===== config.mk =====
export PLATFORM = sky130hd
export DESIGN_NAME = reorder_buffer
export DESIGN_NICKNAME = d
export VERILOG_FILES = /design/src/rtl/reorder_buffer.sv
export SDC_FILE = /design/constraint.sdc
export NUM_CORES = 2
export LEC_CHECK = 0
export CAP_MARGIN = 0
export CORE_UTILIZATION = 50
export DETAILED_ROUTE_END_ITERATION = 12
export HOLD_SLACK_MARGIN = 0.1
export PLACE_DENSITY = 0.7
export SLEW_MARGIN = 10
export SYNTH_ARGS = -nofsm -noshare
export SYNTH_HDL_FRONTEND = slang
export SYNTH_SLANG_ARGS = --single-unit

===== constraint.sdc =====
create_clock -name clockIn -period 51.3 [get_ports clockIn]
set_input_delay 10.26 -clock clockIn [delete_from_list [all_inputs] [get_ports clockIn]]
set_output_delay 10.26 -clock clockIn [all_outputs]
set_load 0.01 [all_outputs]

===== src/rtl/reorder_buffer.sv =====
// Circular reorder buffer: tag allocation, result capture from the ALU/LSB buses,
// in-order retirement and mispredict flush. Optional macro: ROB_BYPASS_EN.
module reorder_buffer #(
  parameter int ROB_WIDTH = 4
) (
  input  logic                 clockIn,
  input  logic                 resetIn,
  input  logic                 readyIn,
  input  logic                 issueFlag,
  input  logic [1:0]           issueType,
  input  logic [4:0]           issueRd,
  input  logic                 issuePredTaken,
  input  logic [31:0]          issueAltPC,
  output logic [ROB_WIDTH-1:0] issueTag,
  output logic                 full,
  input  logic [ROB_WIDTH-1:0] queryTag1,
  input  logic [ROB_WIDTH-1:0] queryTag2,
  output logic                 queryReady1,
  output logic                 queryReady2,
  output logic [31:0]          queryVal1,
  output logic [31:0]          queryVal2,
  input  logic                 aluFlag,
  input  logic [31:0]          aluVal,
  input  logic [ROB_WIDTH-1:0] aluDest,
  input  logic                 lsbFlag,
  input  logic [31:0]          lsbVal,
  input  logic [ROB_WIDTH-1:0] lsbDest,
  output logic                 commitFlag,
  output logic [4:0]           commitRd,
  output logic [31:0]          commitVal,
  output logic [ROB_WIDTH-1:0] commitTag,
  output logic                 storeCommitFlag,
  output logic                 flushFlag,
  output logic [31:0]          flushPC
);

  localparam int ROB_SIZE = 1 << ROB_WIDTH;
  localparam logic [1:0] T_STORE  = 2'd1;
  localparam logic [1:0] T_BRANCH = 2'd2;
  localparam logic [ROB_WIDTH-1:0] PTR_ONE = 1;
  localparam logic [ROB_WIDTH:0]   CNT_ONE = 1;
  localparam logic [ROB_WIDTH:0]   CNT_FULL = (ROB_WIDTH+1)'(ROB_SIZE);

  logic [ROB_SIZE-1:0]  busy;
  logic [ROB_SIZE-1:0]  rdy;
  logic [1:0]           typ    [ROB_SIZE];
  logic [4:0]           rd     [ROB_SIZE];
  logic                 pred   [ROB_SIZE];
  logic [31:0]          alt_pc [ROB_SIZE];
  logic [31:0]          value  [ROB_SIZE];

  logic [ROB_WIDTH-1:0] head;
  logic [ROB_WIDTH-1:0] tail;
  logic [ROB_WIDTH:0]   count;

  logic                 head_ready;
  logic [31:0]          head_val;
  logic                 do_commit;
  logic                 mispredict;
  logic                 do_issue;
  logic                 alu_wb;
  logic                 lsb_wb;

  logic [ROB_WIDTH-1:0] q_tag [2];
  logic                 q_rdy [2];
  logic [31:0]          q_val [2];

  assign issueTag = tail;
  assign full     = (count == CNT_FULL);

  assign q_tag[0]    = queryTag1;
  assign q_tag[1]    = queryTag2;
  assign queryReady1 = q_rdy[0];
  assign queryReady2 = q_rdy[1];
  assign queryVal1   = q_val[0];
  assign queryVal2   = q_val[1];

  always_comb begin
    for (int q = 0; q < 2; q++) begin
      q_rdy[q] = busy[q_tag[q]] & rdy[q_tag[q]];
      q_val[q] = value[q_tag[q]];
`ifdef ROB_BYPASS_EN
      if (busy[q_tag[q]] && aluFlag && aluDest == q_tag[q]) begin
        q_rdy[q] = 1'b1;
        q_val[q] = aluVal;
      end else if (busy[q_tag[q]] && lsbFlag && lsbDest == q_tag[q]) begin
        q_rdy[q] = 1'b1;
        q_val[q] = lsbVal;
      end
`endif
    end
  end

  always_comb begin
    head_ready = rdy[head];
    head_val   = value[head];
`ifdef ROB_BYPASS_EN
    if (aluFlag && aluDest == head) begin
      head_ready = 1'b1;
      head_val   = aluVal;
    end else if (lsbFlag && lsbDest == head) begin
      head_ready = 1'b1;
      head_val   = lsbVal;
    end
`endif
    do_commit  = busy[head] & head_ready;
    mispredict = do_commit && (typ[head] == T_BRANCH) && (head_val[0] != pred[head]);
    // full is sampled before the edge, so a commit never frees a slot for this cycle's issue
    do_issue   = issueFlag && !full && !mispredict;
    alu_wb     = aluFlag && busy[aluDest];
    lsb_wb     = lsbFlag && busy[lsbDest] && !(aluFlag && aluDest == lsbDest);
  end

  always_ff @(posedge clockIn or posedge resetIn) begin
    if (resetIn) begin
      busy            <= '0;
      rdy             <= '0;
      head            <= '0;
      tail            <= '0;
      count           <= '0;
      commitFlag      <= 1'b0;
      commitRd        <= '0;
      commitVal       <= '0;
      commitTag       <= '0;
      storeCommitFlag <= 1'b0;
      flushFlag       <= 1'b0;
      flushPC         <= '0;
      for (int i = 0; i < ROB_SIZE; i++) begin
        typ[i]    <= '0;
        rd[i]     <= '0;
        pred[i]   <= 1'b0;
        alt_pc[i] <= '0;
        value[i]  <= '0;
      end
    end else if (readyIn) begin
      commitFlag      <= 1'b0;
      storeCommitFlag <= 1'b0;
      flushFlag       <= 1'b0;
      if (mispredict) begin
        busy      <= '0;
        head      <= '0;
        tail      <= '0;
        count     <= '0;
        flushFlag <= 1'b1;
        flushPC   <= alt_pc[head];
        commitTag <= head;
      end else begin
        if (alu_wb) begin
          value[aluDest] <= aluVal;
          rdy[aluDest]   <= 1'b1;
        end
        if (lsb_wb) begin
          value[lsbDest] <= lsbVal;
          rdy[lsbDest]   <= 1'b1;
        end
        if (do_issue) begin
          busy[tail]   <= 1'b1;
          rdy[tail]    <= (issueType == T_STORE);
          typ[tail]    <= issueType;
          rd[tail]     <= issueRd;
          pred[tail]   <= issuePredTaken;
          alt_pc[tail] <= issueAltPC;
          tail         <= tail + PTR_ONE;
        end
        if (do_commit) begin
          busy[head] <= 1'b0;
          head       <= head + PTR_ONE;
          commitTag  <= head;
          if (typ[head] == T_STORE) begin
            storeCommitFlag <= 1'b1;
          end else if (typ[head] != T_BRANCH) begin
            commitFlag <= 1'b1;
            commitRd   <= rd[head];
            commitVal  <= head_val;
          end
        end
        case ({do_issue, do_commit})
          2'b10:   count <= count + CNT_ONE;
          2'b01:   count <= count - CNT_ONE;
          default: count <= count;
        endcase
      end
    end
  end

endmodule

==> impl_summary.log <==
[metrics] sw frac: roughly 32%
[metrics] Avg WL per Cell: about 31 µm
[metrics] number of nets in the finished design: 5181
[metrics] library cell used as clock root buffer: sky130_fd_sc_hd__clkbuf_16
[metrics] floorplan core area: around 140000 µm²
[metrics] proportion of synthesized chip area in sequential cells: 45.7%
[metrics] Post-CTS Hold Fix Bufs: 0
[metrics] clock net sink count: 1273
[metrics] crit path capture type: output port
[metrics] global router's overall resource usage: 30.8%
[metrics] gr ovfl total: 0
[metrics] die area: about 140000 µm²
[metrics] Final Routed Wirelength: roughly 210000 µm
[metrics] status: finished, final reports clean
[metrics] dpl cells: 6692
[metrics] post-detailed-route count of antenna-violating nets: 0
[metrics] synthesized netlist net count: between 5000 and 6000
[metrics] H-tree depth: 4
[metrics] Power per Cell Area: roughly 53 nW/µm²
[metrics] highest clock rate: 41.7 MHz
[metrics] worst-case headroom to the max-slew limit: approximately 19%
[metrics] Area growth syn-to-layout: 12.5%
[metrics] die outline height: roughly 380 µm
[metrics] first-pass GRT wire length: about 320000 µm
[metrics] vias per cell: approximately 6.8
[metrics] Min-Delay Path Class: flip-flop to flip-flop
[metrics] setup_tns: 0 ns
[metrics] post-CTS clock slew at the launch and capture registers of the worst setup and hold paths: around 0.060 ns
[metrics] top library cells by usage in the layout, fill and taps aside: sky130_fd_sc_hd__dfrtp_1, sky130_fd_sc_hd__mux4_2, sky130_fd_sc_hd__mux2_2
[metrics] clock latency reported for the late side of the worst-skew pair: approximately 0.78 ns
[metrics] number of design-rule violations left by the first detailed-router iteration: roughly 4800
[metrics] final worst hold slack: 0.479 ns
[metrics] number of remaining DRC errors: 0
[metrics] highest net fanout along the worst path: about 70
[metrics] count of max-cap constraint violations: 0
[metrics] largest net degree at the start of global routing: around 180
[metrics] total of endpoints with negative setup slack in the final report: 0
[metrics] data arrival time of the worst path: ~14 ns
[metrics] measured slew at the worst slew-check pin: between 1 and 1.5 ns
[metrics] CP Data Required Time: between 40 and 50 ns
[metrics] count of unique library cells instantiated by Yosys: 62
[metrics] combined area of all synthesized cells: 69700 µm²
[metrics] final cycle utilization of the critical path: about 47%
[metrics] leading register cell type out of synthesis: sky130_fd_sc_hd__dfrtp_1
[metrics] static leakage: ~32 nW
[metrics] total via count after detailed routing: around 47000
[metrics] CTS tree: yes
[metrics] initial standard-cell utilization of the core: between 50 and 60%
[metrics] leading cell type in the layout, fill and taps excluded: sky130_fd_sc_hd__dfrtp_1
[metrics] sequential group share of total power: about two fifths
[metrics] VDD IR-drop max: about 0.000054 V
[metrics] half-perimeter wire length after detailed placement: approximately 120000 µm
[metrics] post-synthesis async set-or-reset flop share: 100%
[metrics] class of the most critical setup path: primary input to output port
[metrics] Slew Limit Fails: 0
[metrics] Period minus WS final: around 24 ns
[metrics] number of flops mapped to enable cells by yosys: 0
[metrics] post-CTS resize count: 0
[metrics] vias in the first global route: slightly below 50000
[metrics] number of flip-flops and latches in the synthesized netlist: 1273
[metrics] average instance area after synthesis: between 10 and 15 µm²
[metrics] cell internal pwr: ~0.0028 W
[metrics] initial antenna violation count: 26
[metrics] number of buffers inserted during clock tree synthesis: 143
[metrics] kind of start point of the critical path: primary input
[metrics] top-level I/O count: ~270
[metrics] Fillers: about 11000
[metrics] final weighted congestion in routability-driven placement: about 0.87
[metrics] width of the die: roughly 380 µm
[metrics] count of buffers inserted at the top-level ports: 272
[metrics] Syn. warnings: 0
[metrics] clock network power share: between 20% and 30%
[metrics] gate count of the mapped netlist: about 5100
[metrics] router iterations before antenna repair: 5
[metrics] final worst clock skew: about 0.03 ns
[metrics] buffers from clock root to sink, at most: 3
[metrics] share of post-route cells with drive strength above 1: approximately a third
[metrics] final standard cell utilization of the core: around 57%
[metrics] unrepaired setup endpoints after global routing: no
[metrics] hold violation count in the final report: 0
[metrics] count of standard-cell rows: between 100 and 150
[metrics] postcts setup bufs: 0
[metrics] portion of total power attributed to combinational logic: roughly 34%
[metrics] number of non-filler instances in the completed layout: just under 7000
[metrics] power dissipated by switching net loads: 0.00134 W
-- worst max-delay path: stages --
cell and delay [ns]:
sky130_fd_sc_hd__buf_6 0.52, sky130_fd_sc_hd__buf_4 0.98, sky130_fd_sc_hd__mux4_2 0.62, sky130_fd_sc_hd__mux4_2 0.48
sky130_fd_sc_hd__inv_1 0.20, sky130_fd_sc_hd__clkdlybuf4s50_1 0.59
-- layer usage --
layer / share of wire (%) / vias to the layer above / track usage, %
met1: 39 / 24800 / 40.4
met5: 0.090 / - / 0
li1: - / 19200 / -
met2: 48 / 2359 / 48.7
met4: 4.2 / 36 / 13.0
met3: 9.3 / 616 / 8.20
-- kinds of logic (layout without fill, tap and decap cells) --
group / count (synthesis) / count (layout) / share of synthesized area [%]
buf+inv: 545 / 635 / 3.37
xor+xnor: 7 / 7 / 0.0880
fa+ha+maj: 12 / 12 / 0.215
flops: 1273 / 1273 / 45.7
compound gates: 706 / 706 / 6.05
simple gates: 673 / 673 / 4.21
mux: 1846 / 1846 / 40.4
other cells: 0 / 7 / 0
-- cells in the mapped netlist, types with 14 or more instances --
cell	n	area [µm²]
sky130_fd_sc_hd__clkbuf_1	259	972
sky130_fd_sc_hd__o21ai_0	443	2220
sky130_fd_sc_hd__dfrtp_1	1273	31900
sky130_fd_sc_hd__nor2_1	82	308
sky130_fd_sc_hd__mux2_2	683	7690
sky130_fd_sc_hd__a21oi_2	46	403
sky130_fd_sc_hd__nor3_2	16	160
sky130_fd_sc_hd__mux4_2	698	15700
sky130_fd_sc_hd__buf_1	113	424
sky130_fd_sc_hd__nand2_1	485	1820
sky130_fd_sc_hd__a21oi_1	30	150
sky130_fd_sc_hd__mux2i_1	436	4360
sky130_fd_sc_hd__buf_2	136	681
sky130_fd_sc_hd__nand3_1	14	70.1
sky130_fd_sc_hd__mux2_1	27	304
sky130_fd_sc_hd__a2bb2oi_1	43	377
sky130_fd_sc_hd__o22ai_1	86	538
-- path summary, 6_finish.rpt --
| kind | cells past startpoint | to | slack [ns] | startpoint |
|---|---|---|---|---|
| max | 6 | queryReady1 | 27.31 | queryTag1[1] |
| min | 1 | alt_pc[262] | 0.48 | alt_pc[262] |
| max reg2reg | 10 | alt_pc[476] | 43.89 | head[0] |
| min reg2reg | 1 | alt_pc[262] | 0.48 | alt_pc[262] |
| max in group asynchronous | 6 | alt_pc[376] | 36.96 | resetIn |
| min in group asynchronous | 2 | value[153] | 10.06 | resetIn |
-- registers in the layout (all words and copies together) (netlist names) --
name / count
alt_pc: 512
value: 512
rd: 80
commitVal: 32
flushPC: 32
typ: 32
busy: 16
pred: 16
rdy: 16
commitRd: 5
count: 5
commitTag: 4
head: 4
issueTag: 4
commitFlag: 1
flushFlag: 1
storeCommitFlag: 1
-- per-stage QoR --
stage | area, µm² | setup WS [ns] | total power (W)
after floorplan | 69700 | 5.16 | 0.00266
after global placement | 73600 | 27.51 | 0.00306
after detailed placement | 73600 | 27.39 | 0.00312
after CTS | 78400 | 27.39 | 0.00418
after global routing | 78400 | 27.27 | 0.00437
final | 78400 | 27.31 | 0.00417
-- power by group through the flow --
stage / Sequential (W) / Clock (W) / Combinational, W
after global routing: 0.00172 / 0.00111 / 0.00153
after CTS: 0.00167 / 0.00107 / 0.00144
after floorplan: 0.00156 / 0 / 0.00110
after detailed placement: 0.00168 / 0 / 0.00143
after global placement: 0.00166 / 0 / 0.00140
final: 0.00168 / 0.00106 / 0.00143
-- layout make-up --
| cell class | instances | area, µm² | share of cell area [%] |
|---|---|---|---|
| antenna | 7 | 17.5 | 0.0223 |
| clock buffer | 215 | 4300 | 5.48 |
| clock inverter | 39 | 499 | 0.637 |
| sequential | 1273 | 31900 | 40.6 |
| multi-input combinational | 3244 | 35900 | 45.8 |
| timing repair buffer | 366 | 3470 | 4.43 |
| tap | 1794 | 2240 | 2.86 |
| inverter | 15 | 68.8 | 0.0878 |
(Power assumes the default switching activity.)
